**config.mk**
```make
export PLATFORM = sky130hd
export DESIGN_NAME = mat_operand_stream_buffer
export DESIGN_NICKNAME = d
export VERILOG_FILES = /design/src/rtl/mat_operand_stream_buffer.sv
export SDC_FILE = /design/constraint.sdc
export NUM_CORES = 1
export LEC_CHECK = 0
export ABC_AREA = 0
export BUFFER_PORTS_ARGS = -buffer_cell sky130_fd_sc_hd__buf_2
export CAP_MARGIN = 10
export CORE_MARGIN = 2
export CORE_UTILIZATION = 59
export CTS_CLUSTER_DIAMETER = 50
export DETAILED_ROUTE_END_ITERATION = 8
export MAX_ROUTING_LAYER = met4
export PLACE_DENSITY = 0.83
export SLEW_MARGIN = 20
export SYNTH_ARGS = -nofsm -noshare
export SYNTH_HDL_FRONTEND = slang
export SYNTH_SLANG_ARGS = --single-unit
export TNS_END_PERCENT = 5
```
**constraint.sdc**
```tcl
create_clock -name clk -period 3.05 [get_ports clk]
set_clock_uncertainty 0.15 [all_clocks]
set_input_delay 0.1525 -clock clk [delete_from_list [all_inputs] [get_ports clk]]
set_output_delay 0.1525 -clock clk [all_outputs]
set_load 0.01 [all_outputs]
```
**src/rtl/mat_operand_stream_buffer.sv**
```systemverilog
// Operand buffer for the MAC array.
// Loads W (row-major) then X (row-major) through a valid/ready port.
// It then streams one inner-product step per beat: column k of W and row k of X.
// The stored operands can be replayed without reloading them.
module mat_operand_stream_buffer #(
    parameter int unsigned DW   = 4,
    parameter int unsigned N    = 3,
    parameter int unsigned DIMW = $clog2(N + 1)
) (
    input  logic              clk,
    input  logic              rst,
    input  logic              start,
    input  logic              replay,
    input  logic [DIMW-1:0]   row_w,
    input  logic [DIMW-1:0]   col_w,
    input  logic [DIMW-1:0]   row_x,
    input  logic [DIMW-1:0]   col_x,
    input  logic [DW-1:0]     in_data,
    input  logic              in_valid,
    output logic              in_ready,
    output logic [N*DW-1:0]   out_w,
    output logic [N*DW-1:0]   out_x,
    output logic              out_valid,
    input  logic              out_ready,
    output logic              out_first,
    output logic              out_last,
    output logic              done,
    output logic              busy,
    output logic              dim_err
);

    localparam int unsigned CW = $clog2(N * N + 1);
    localparam int unsigned IW = (N > 1) ? $clog2(N) : 1;

    typedef enum logic [2:0] {
        S_IDLE,
        S_LOAD_W,
        S_LOAD_X,
        S_STREAM,
        S_DONE
    } state_t;

    state_t state_q, state_d;

    logic [DIMW-1:0] row_w_q, col_w_q, row_x_q, col_x_q;
    logic [CW-1:0]   r_q, c_q, k_q;
    logic            loaded_q;
    logic            dim_err_q;

    logic [DW-1:0]   mem_w [N][N];
    logic [DW-1:0]   mem_x [N][N];

    logic [DIMW-1:0] cur_rows, cur_cols;
    logic            dims_ok, start_ok, start_bad, replay_go;
    logic            loading, in_fire, row_end, load_last;
    logic            k_last, out_fire;

    logic [IW-1:0]   r_idx, c_idx, k_idx;
    assign r_idx = r_q[IW-1:0];
    assign c_idx = c_q[IW-1:0];
    assign k_idx = k_q[IW-1:0];

    function automatic logic dim_in_range(input logic [DIMW-1:0] d);
        return (d != '0) && (d <= DIMW'(N));
    endfunction

    // State register
    always_ff @(posedge clk) begin
        if (rst) state_q <= S_IDLE;
        else     state_q <= state_d;
    end

    // Next-state logic and handshake qualifiers
    always_comb begin
        state_d   = state_q;
        cur_rows  = row_w_q;
        cur_cols  = col_w_q;
        dims_ok   = 1'b0;
        start_ok  = 1'b0;
        start_bad = 1'b0;
        replay_go = 1'b0;
        loading   = 1'b0;
        in_fire   = 1'b0;
        row_end   = 1'b0;
        load_last = 1'b0;
        k_last    = 1'b0;
        out_fire  = 1'b0;

        if (state_q == S_LOAD_X) begin
            cur_rows = row_x_q;
            cur_cols = col_x_q;
        end
        dims_ok   = dim_in_range(row_w) && dim_in_range(col_w) &&
                    dim_in_range(row_x) && dim_in_range(col_x) && (col_w == row_x);
        loading   = (state_q == S_LOAD_W) || (state_q == S_LOAD_X);
        in_fire   = loading && in_valid;
        row_end   = (c_q == CW'(cur_cols - DIMW'(1)));
        load_last = row_end && (r_q == CW'(cur_rows - DIMW'(1)));
        k_last    = (k_q == CW'(col_w_q - DIMW'(1)));
        out_fire  = (state_q == S_STREAM) && out_ready;

        case (state_q)
            S_IDLE: begin
                if (start) begin
                    start_ok  = dims_ok;
                    start_bad = !dims_ok;
                    if (dims_ok) state_d = S_LOAD_W;
                end else if (replay && loaded_q) begin
                    replay_go = 1'b1;
                    state_d   = S_STREAM;
                end
            end
            S_LOAD_W: if (in_fire && load_last) state_d = S_LOAD_X;
            S_LOAD_X: if (in_fire && load_last) state_d = S_STREAM;
            S_STREAM: if (out_fire && k_last)   state_d = S_DONE;
            S_DONE:   state_d = S_IDLE;
            default:  state_d = S_IDLE;
        endcase
    end

    // Dimension latch, load/stream counters, loaded flag, error pulse
    always_ff @(posedge clk) begin
        if (rst) begin
            row_w_q   <= '0;
            col_w_q   <= '0;
            row_x_q   <= '0;
            col_x_q   <= '0;
            r_q       <= '0;
            c_q       <= '0;
            k_q       <= '0;
            loaded_q  <= 1'b0;
            dim_err_q <= 1'b0;
        end else begin
            dim_err_q <= start_bad;
            if (start_ok) begin
                row_w_q  <= row_w;
                col_w_q  <= col_w;
                row_x_q  <= row_x;
                col_x_q  <= col_x;
                r_q      <= '0;
                c_q      <= '0;
                loaded_q <= 1'b0;
            end
            if (in_fire) begin
                if (row_end) begin
                    c_q <= '0;
                    r_q <= load_last ? '0 : r_q + CW'(1);
                end else begin
                    c_q <= c_q + CW'(1);
                end
                if (load_last && (state_q == S_LOAD_X)) begin
                    loaded_q <= 1'b1;
                    k_q      <= '0;
                end
            end
            if (replay_go) k_q <= '0;
            if (out_fire)  k_q <= k_last ? '0 : k_q + CW'(1);
        end
    end

    // Operand storage
    always_ff @(posedge clk) begin
        if (rst) begin
            for (int i = 0; i < int'(N); i++) begin
                for (int j = 0; j < int'(N); j++) begin
                    mem_w[i][j] <= '0;
                    mem_x[i][j] <= '0;
                end
            end
        end else if (in_fire) begin
            if (state_q == S_LOAD_W) mem_w[r_idx][c_idx] <= in_data;
            else                     mem_x[r_idx][c_idx] <= in_data;
        end
    end

    // Lane drive: W column k and X row k, lanes beyond the live dimension held at 0
    always_comb begin
        out_w = '0;
        out_x = '0;
        if (state_q == S_STREAM) begin
            for (int i = 0; i < int'(N); i++) begin
                if (DIMW'(i) < row_w_q) out_w[i*DW +: DW] = mem_w[i][k_idx];
                if (DIMW'(i) < col_x_q) out_x[i*DW +: DW] = mem_x[k_idx][i];
            end
        end
    end

    assign in_ready  = (state_q == S_LOAD_W) || (state_q == S_LOAD_X);
    assign out_valid = (state_q == S_STREAM);
    assign out_first = (state_q == S_STREAM) && (k_q == '0);
    assign out_last  = (state_q == S_STREAM) && k_last;
    assign done      = (state_q == S_DONE);
    assign busy      = (state_q != S_IDLE);
    assign dim_err   = dim_err_q;

endmodule

```
==> results of run 1 <==
[registers in the layout, summed over array words and instances (netlist names), 3 cells and up, named ones only]
name     cells
state_q      3
r_q          4
mem_x       48
c_q          4
mem_w       36
k_q          4
[metal layers]
metal | wire length, um | track usage, % | part of all wire [%]
met5 | 0 | - | 0
met4 | 283 | 8.22 | 2.4
met3 | 1060 | 4.36 | 8.9
met2 | 5740 | 41.9 | 48
met1 | 4780 | 33.4 | 40
[cell families after synthesis]
kind of cell               count (synthesis)  share of synthesized area, %
xor gates and xnor gates                   7                          1.15
and+or+nand+nor                          213                          19.0
DFF                                      111                          57.3
muxes                                     36                          9.64
adders and majority gates                 10                          2.34
buffers and inverters                     41                          3.51
AOI/OAI and AO/OA                         57                          7.11
[worst paths after layout]
path,from,to,slack [ns],cells past startpoint
worst max-delay path,state_q[2],k_q[3],0.16,11
worst max register to register,state_q[2],k_q[3],0.16,11
worst min register to register,loaded_q,loaded_q,0.36,2
worst min-delay path,col_w[0],dim_err,0.03,3
[cells in the mapped netlist, drive strengths merged (6+ instances only)]
cell type	count	area, um2
nor2b	15	93.8
inv	22	82.6
edfxtp	84	2520
nand2	28	105
nor3	6	30.0
mux2i	23	234
nand3	15	75.1
nand2b	15	93.8
ha	10	125
a21oi	25	125
nand3b	8	60.1
dfxtp	27	541
clkbuf	15	76.3
mux4	12	270
and3	11	72.6
nor2	105	397
[layout make-up]
cell class / instances / area, um2
clock inverter: 6 / 70.1
clock buffer: 10 / 128
multi-input combinational: 323 / 2100
sequential: 111 / 3060
fill: 635 / 2810
inverter: 22 / 82.6
tap: 108 / 135
timing repair buffer: 64 / 375
[repair_timing]
| action | in CTS | in global routing |
|---|---|---|
| hold endpoints to repair | 7 | 0 |
| gates resized for setup | 0 | 0 |
| setup endpoints to repair | 0 | 0 |
| hold buffers | 6 | 0 |
[worst register-to-register path, stage by stage, from the launching register on]
cell	delay (ns)
dfxtp_1	0.41
nor3b_4	0.25
buf_4	0.19
nor2_1	0.05
a21oi_1	0.13
ha_1	0.26
xor2_1	0.18
o211ai_1	0.15
mux2i_2	0.32
and4bb_2	0.33
nor2_2	0.07
a211o_1	0.30
[power by group through the flow]
stage | Clock, mW | Combinational (mW) | Sequential [mW]
floorplan | 0 | 0.384 | 1.76
global placement | 0 | 0.480 | 1.78
detailed placement | 0 | 0.500 | 1.79
CTS | 0.892 | 0.513 | 1.75
global route | 0.938 | 0.568 | 1.76
finish | 0.890 | 0.520 | 1.75
==> results.json, run 1 <==
{
  "p_switching_uw": 881,
  "dpl.hpwl_mm": 8.49,
  "utilization_pct": 67.9,
  "critPathCaptureType": "flip-flop",
  "ys_ff_latch": 111,
  "p_int_mw": 2.28,
  "fin_nets": 559,
  "setup_tns_ns": 0,
  "combPwrFrac_pct": 16.4,
  "placed_area_um2": 5690,
  "syn_nets": 503,
  "final_area_um2": 5950,
  "p_leak_nw": 2.29,
  "grt-ovfl-total": 0,
  "cts_root_buffer": "clkbuf_8",
  "fmax_ghz": 0.346,
  "start_kind": "flip-flop",
  "n_antenna_cell": 0,
  "setup_viol": 0,
  "slew_headroom_pct": 56.1,
  "dr.pass1.iters": 5,
  "viasPerCell": 6.08,
  "cpMaxStageDelayCell": "dfxtp_1",
  "drc_errors": 0,
  "worstPathMaxFanout": 8,
  "switching_share_pct": 27.8,
  "period_share_pct": 94.7,
  "critPathMaxStageDelay_ns": 0.41,
  "fin_ws_ns": 0.162,
  "cts_tree": "done",
  "drt_iter0_markers": 339,
  "fp.dieW_um": 99.2,
  "final_common_cell": "nor2_1",
  "ys_warn_count": 0,
  "crit_family": "simple AND/OR/NAND/NOR gates",
  "worstPathArrival_ns": 3.00,
  "power.share.clock_pct": 28.1,
  "final_cell_mix": "nor2_1, edfxtp_1, buf_2",
  "core_area_um2": 8760,
  "ys_async_sr_fraction_pct": 0,
  "hold_slack_ns": 0.0265,
  "start_util_pct": 61.0,
  "hold_violations": 0,
  "synth_cells": 475,
  "syn_to_final_growth_pct": 11.3,
  "dpl.cell_count": 622,
  "grt_max_degree": 42,
  "cp.required_ns": 3.16,
  "clock_sinks": 111,
  "total_power_mw": 3.16,
  "io_pins": 49,
  "grt_first_pass_wirelength_mm": 19.2,
  "synth_edf_count": 84,
  "routed_wl_mm": 11.9,
  "hold_class": "primary input to flip-flop",
  "cap_violations": 0,
  "maxSlewViolCount": 0,
  "avgSynthCellArea_um2": 11.3,
  "fp-row-count": 34,
  "gp_congestion": 0.888,
  "track_usage_pct": 25.8,
  "synth-main-ff-cell": "edfxtp_1",
  "drive_above_1_share_pct": 18.3,
  "irDropWorstVdd_v": 0.000317,
  "cts_max_level": 3,
  "path_clk_slew_ns": 0.10,
  "tightest_slew_ns": 0.658,
  "syn_area_um2": 5350,
  "wire_per_inst_um": 18.4,
  "die_y_um": 99.2,
  "ys_seq_area_share_pct": 57.3,
  "dp_worst_setup_slack_ns": 0.220,
  "crit_path_cell_trace": "nor3b_4 -> buf_4 -> nor2_1 -> a21oi_1 -> ha_1 -> xor2_1 -> o211ai_1 -> mux2i_2 -> and4bb_2 -> nor2_2 -> a211o_1",
  "cts_buffers": 9,
  "rsz0062_at_grt": "false",
  "grt_pass1_vias": 3859,
  "clk_latency_ns": 0.36,
  "fin_crit_ns": 2.89,
  "dieArea_um2": 9840,
  "postCtsSetupBuffers": 0,
  "antenna_found_initial": 0,
  "status": "finished, final reports clean",
  "ant_nets": 0,
  "critical_path_class": "flip-flop to flip-flop",
  "num_vias": 3915,
  "fin_cells": 644,
  "cp.buffers_inverters": 1,
  "place.port_buffers": 48,
  "pwr-share-seq_pct": 55.4,
  "cts_max_path_buffers": 2,
  "synth_cell_types": 55,
  "p_per_area_nw_per_um2": 532
}
No activity file was read; power rests on OpenSTA's default activity.
==> run 2, diff against run 1 <==
clock period = 3.2 ns   (was 3.05 ns; I/O delays follow)
==> results.json, run 2 (synthesis gave the netlist of run 1 again) <==
{
  "status": "finished, final reports clean",
  "top_register": "mem_x",
  "fp-row-count": 34,
  "place.port_buffers": 48,
  "cap_violations": 0,
  "critPathMaxStageDelay_ns": 0.42,
  "clk_latency_ns": 0.38,
  "path_clk_slew_ns": 0.10,
  "track_usage_pct": 26.1,
  "pwr-share-seq_pct": 55.3,
  "start_util_pct": 61.0,
  "worstPathArrival_ns": 3.17,
  "maxSlewViolCount": 0,
  "dr.pass1.iters": 8,
  "dieArea_um2": 9840,
  "cts_root_buffer": "clkbuf_8",
  "start_kind": "flip-flop",
  "hold_violations": 0,
  "critPathCaptureType": "flip-flop",
  "fin_crit_ns": 3.05,
  "utilization_pct": 67.7,
  "cts_tree": "done",
  "cts_max_path_buffers": 2,
  "die_y_um": 99.2,
  "grt_max_degree": 42,
  "setup_tns_ns": 0,
  "n_antenna_cell": 0,
  "top_regs": "mem_x: 48 flops, mem_w: 36 flops",
  "gp_congestion": 0.900,
  "power.share.clock_pct": 28.6,
  "grt_pass1_vias": 3828,
  "fin_nets": 556,
  "ctsResizeCount": 0,
  "rsz0062_at_grt": "false",
  "switching_share_pct": 28.0,
  "fmax_ghz": 0.328,
  "largest_reg_flops": 48,
  "clock_sinks": 111,
  "combPwrFrac_pct": 16.1,
  "fp.dieW_um": 99.2,
  "syn_to_final_growth_pct": 11.0,
  "drt_iter0_markers": 271,
  "cts_max_level": 3,
  "cp.buffers_inverters": 0,
  "grt_first_pass_wirelength_mm": 19.3,
  "p_switching_uw": 845,
  "io_pins": 49,
  "routed_wl_mm": 11.6,
  "wire_per_inst_um": 18.2,
  "tightest_slew_ns": 0.879,
  "worstPathMaxFanout": 8,
  "critical_path_class": "flip-flop to flip-flop",
  "hold_class": "primary input to flip-flop",
  "period_share_pct": 95.3,
  "setup_viol": 0,
  "viasPerCell": 6.02,
  "drc_errors": 0,
  "p_leak_nw": 2.29,
  "p_per_area_nw_per_um2": 509,
  "antenna_found_initial": 0,
  "irDropWorstVdd_v": 0.000318,
  "hold_slack_ns": 0.0194,
  "num_vias": 3862,
  "final_cell_mix": "nor2_1, edfxtp_1, buf_2",
  "cpMaxStageDelayCell": "dfxtp_1",
  "drive_above_1_share_pct": 18.0,
  "crit_family": "simple AND/OR/NAND/NOR gates",
  "grt-ovfl-total": 0,
  "cp.required_ns": 3.32,
  "crit_path_cell_trace": "nor3b_4 -> mux2i_1 -> ha_1 -> xor2_1 -> o211ai_1 -> mux2i_2 -> and4bb_2 -> nor2_2 -> a211o_1",
  "p_int_mw": 2.18,
  "cts_buffers": 9,
  "final_common_cell": "nor2_1",
  "dpl.hpwl_mm": 8.39,
  "ant_nets": 0,
  "slew_headroom_pct": 41.3,
  "core_area_um2": 8760
}
==> run 2: worst reg2reg max path, stage by stage, from the launching register on <==
cell and delay [ns]:
dfxtp_1 0.42, nor3b_4 0.39, mux2i_1 0.35, ha_1 0.29
xor2_1 0.19, o211ai_1 0.13, mux2i_2 0.34, and4bb_2 0.33
nor2_2 0.07, a211o_1 0.29
==> run 2: repair_timing <==
action	CTS	global route
setup buffers	0	1
endpoints found under the setup margin	0	3
hold buffers	6	0
hold endpoints to repair	7	0
==> run 2: final cells by class <==
class,instances,area (um2)
clock buffers,9,124
multi-input cells,323,2100
well taps,108,135
inverters,22,82.6
fillers,660,2830
clock inverters,7,80.1
repair buffers,61,353
flip-flops and latches,111,3060
==> run 2: per-layer routing <==
| metal | GRT usage [%] | up-vias | share of wire, % |
|---|---|---|---|
| met4 | 9.91 | 0 | 2.6 |
| met1 | 34.8 | 1852 | 41 |
| li1 | - | 1801 | - |
| met3 | 4.50 | 28 | 7.7 |
| met5 | - | - | 0 |
| met2 | 40.5 | 181 | 48 |
==> run 2: per-stage QoR <==
| step | std cells | instance area, um2 | power [mW] | worst slack, ns |
|---|---|---|---|---|
| 2_1_floorplan | 475 | 5350 | 2.04 | 0.430 |
| 3_3_place_gp | 618 | 5660 | 2.14 | 0.288 |
| 3_5_place_dp | 618 | 5660 | 2.17 | 0.163 |
| 4_1_cts | 640 | 5930 | 3.01 | 0.157 |
| 5_1_grt | 641 | 5940 | 3.15 | 0.0311 |
| 6_report | 641 | 5940 | 3.02 | 0.151 |
==> run 2: final timing paths <==
path	slack (ns)	endpoint	from	cells past startpoint
setup / recovery	0.15	k_q[3]	state_q[0]	9
hold reg to reg	0.38	row_x_q[1]	row_x_q[1]	2
hold / removal	0.02	dim_err	col_w[0]	3
setup reg to reg	0.15	k_q[3]	state_q[0]	9
==> run 2: power by group through the flow <==
stage	clock (mW)	combinational [mW]	sequential, mW
2_1_floorplan	0	0.366	1.67
6_report	0.863	0.486	1.67
3_3_place_gp	0	0.447	1.70
5_1_grt	0.927	0.541	1.68
3_5_place_dp	0	0.464	1.71
4_1_cts	0.867	0.472	1.67
==> run 3, diff against run 2 <==
RECOVER_POWER = 100   (was unset)
==> results.json, run 3 (synthesis gave the netlist of run 1 again) <==
{
  "io_pins": 49,
  "irDropWorstVdd_v": 0.000318,
  "clk_latency_ns": 0.38,
  "start_util_pct": 61.0,
  "utilization_pct": 67.1,
  "gp_congestion": 0.900,
  "die_y_um": 99.2,
  "cts_root_buffer": "clkbuf_8",
  "drc_errors": 0,
  "viasPerCell": 6.00,
  "dr.pass1.iters": 5,
  "tightest_slew_ns": 0.866,
  "cts_tree": "done",
  "largest_reg_flops": 48,
  "place.port_buffers": 48,
  "min_to": "dim_err",
  "p_per_area_nw_per_um2": 512,
  "cts_buffers": 9,
  "cap_violations": 0,
  "maxSlewViolCount": 0,
  "grt_pass1_vias": 3828,
  "r2r_cells": 9,
  "drive_above_1_share_pct": 11.4,
  "drt_iter0_markers": 308,
  "grt_max_degree": 42,
  "status": "finished, final reports clean",
  "ant_nets": 0,
  "start_kind": "flip-flop",
  "dieArea_um2": 9840,
  "cts_max_path_buffers": 2,
  "fin_nets": 556,
  "final_cell_mix": "nor2_1, edfxtp_1, clkbuf_1",
  "ctsResizeCount": 0,
  "syn_to_final_growth_pct": 9.96,
  "crit_path_cell_trace": "nor3b_4 -> mux2i_1 -> ha_1 -> xor2_1 -> o211ai_1 -> mux2i_2 -> and4bb_2 -> nor2_2 -> a211o_1",
  "cts_max_level": 3,
  "dpl.hpwl_mm": 8.39,
  "critPathCaptureType": "flip-flop",
  "min-delay-start": "col_w[0]",
  "grt_first_pass_wirelength_mm": 19.3,
  "cp.buffers_inverters": 0,
  "routed_wl_mm": 11.7,
  "fmax_ghz": 0.327,
  "wire_per_inst_um": 18.3,
  "critical_path_class": "flip-flop to flip-flop",
  "p_leak_nw": 2.14,
  "worstPathArrival_ns": 3.18,
  "crit_family": "simple AND/OR/NAND/NOR gates",
  "hold_violations": 0,
  "worstPathMaxFanout": 8,
  "reg2reg_setup_slack_ns": 0.14,
  "num_vias": 3849,
  "track_usage_pct": 26.1,
  "grt-ovfl-total": 0,
  "setup_tns_ns": 0,
  "cp.required_ns": 3.32,
  "antenna_found_initial": 0,
  "fin_crit_ns": 3.06,
  "reg2reg_to": "k_q[3]",
  "clock_sinks": 111,
  "setup_viol": 0,
  "hold_class": "primary input to flip-flop",
  "fp.dieW_um": 99.2,
  "n_antenna_cell": 0,
  "hold-path-cell-count": 3,
  "slew_headroom_pct": 42.2,
  "top_regs": "mem_x: 48 flops, mem_w: 36 flops",
  "path_clk_slew_ns": 0.10,
  "critPathMaxStageDelay_ns": 0.42,
  "hold_slack_ns": 0.0198,
  "cpMaxStageDelayCell": "dfxtp_1",
  "top_register": "mem_x",
  "core_area_um2": 8760,
  "dpl.cell_count": 618,
  "timing.rr.start": "state_q[0]",
  "fin_cells": 641,
  "rsz0062_at_grt": "false",
  "worst-path-stages": 9,
  "final_common_cell": "nor2_1",
  "fp-row-count": 34,
  "period_share_pct": 95.7,
  "total_power_mw": 3.01
}
-- run 3: repair_timing --
item	4_1_cts	5_1_grt
setup endpoints to repair	0	3
hold buffers	6	0
hold endpoints to repair	7	0
setup buffers	0	1
-- run 3: through the flow --
step                area (um2)  worst slack (ns)
floorplan                 5350             0.430
global placement          5660             0.288
detailed placement        5660             0.163
CTS                       5930             0.157
global route              5880            0.0299
finish                    5880             0.138
-- run 3: per-layer routing --
| metal | GRT usage [%] | vias up | part of all wire, % |
|---|---|---|---|
| met5 | - | - | 0 |
| met4 | 9.91 | 0 | 2.6 |
| met3 | 4.50 | 26 | 7.1 |
| met2 | 40.5 | 184 | 48 |
| met1 | 34.8 | 1839 | 42 |
| li1 | - | 1800 | - |
-- run 3: where the power goes --
part	switching [mW]	total, mW	internal [mW]
clock network	0.493	0.864	0.372
registers	0.0530	1.67	1.62
logic	0.301	0.474	0.173
total	0.847	3.01	2.16
-- run 3: worst min-delay path, cell delays in order --
cell and delay [ns]:
buf_2 0.10, o2bb2ai_1 0.16, a211oi_1 0.08
-- run 3: area by class of cell --
type / instances / area, um2
flip-flops and latches: 111 / 3060
fillers: 682 / 2880
multi-input cells: 323 / 2100
repair buffers: 61 / 302
well taps: 108 / 135
clock buffers: 9 / 124
inverters: 22 / 82.6
clock inverters: 7 / 80.1
-- run 3: how the worst max path moves through the flow --
stage,from,to
2_1_floorplan,state_q[1],k_q[3]
4_1_cts,state_q[0],k_q[3]
3_3_place_gp,state_q[2],k_q[3]
3_5_place_dp,state_q[0],k_q[3]
5_1_grt,state_q[0],k_q[3]
6_report,state_q[0],k_q[3]
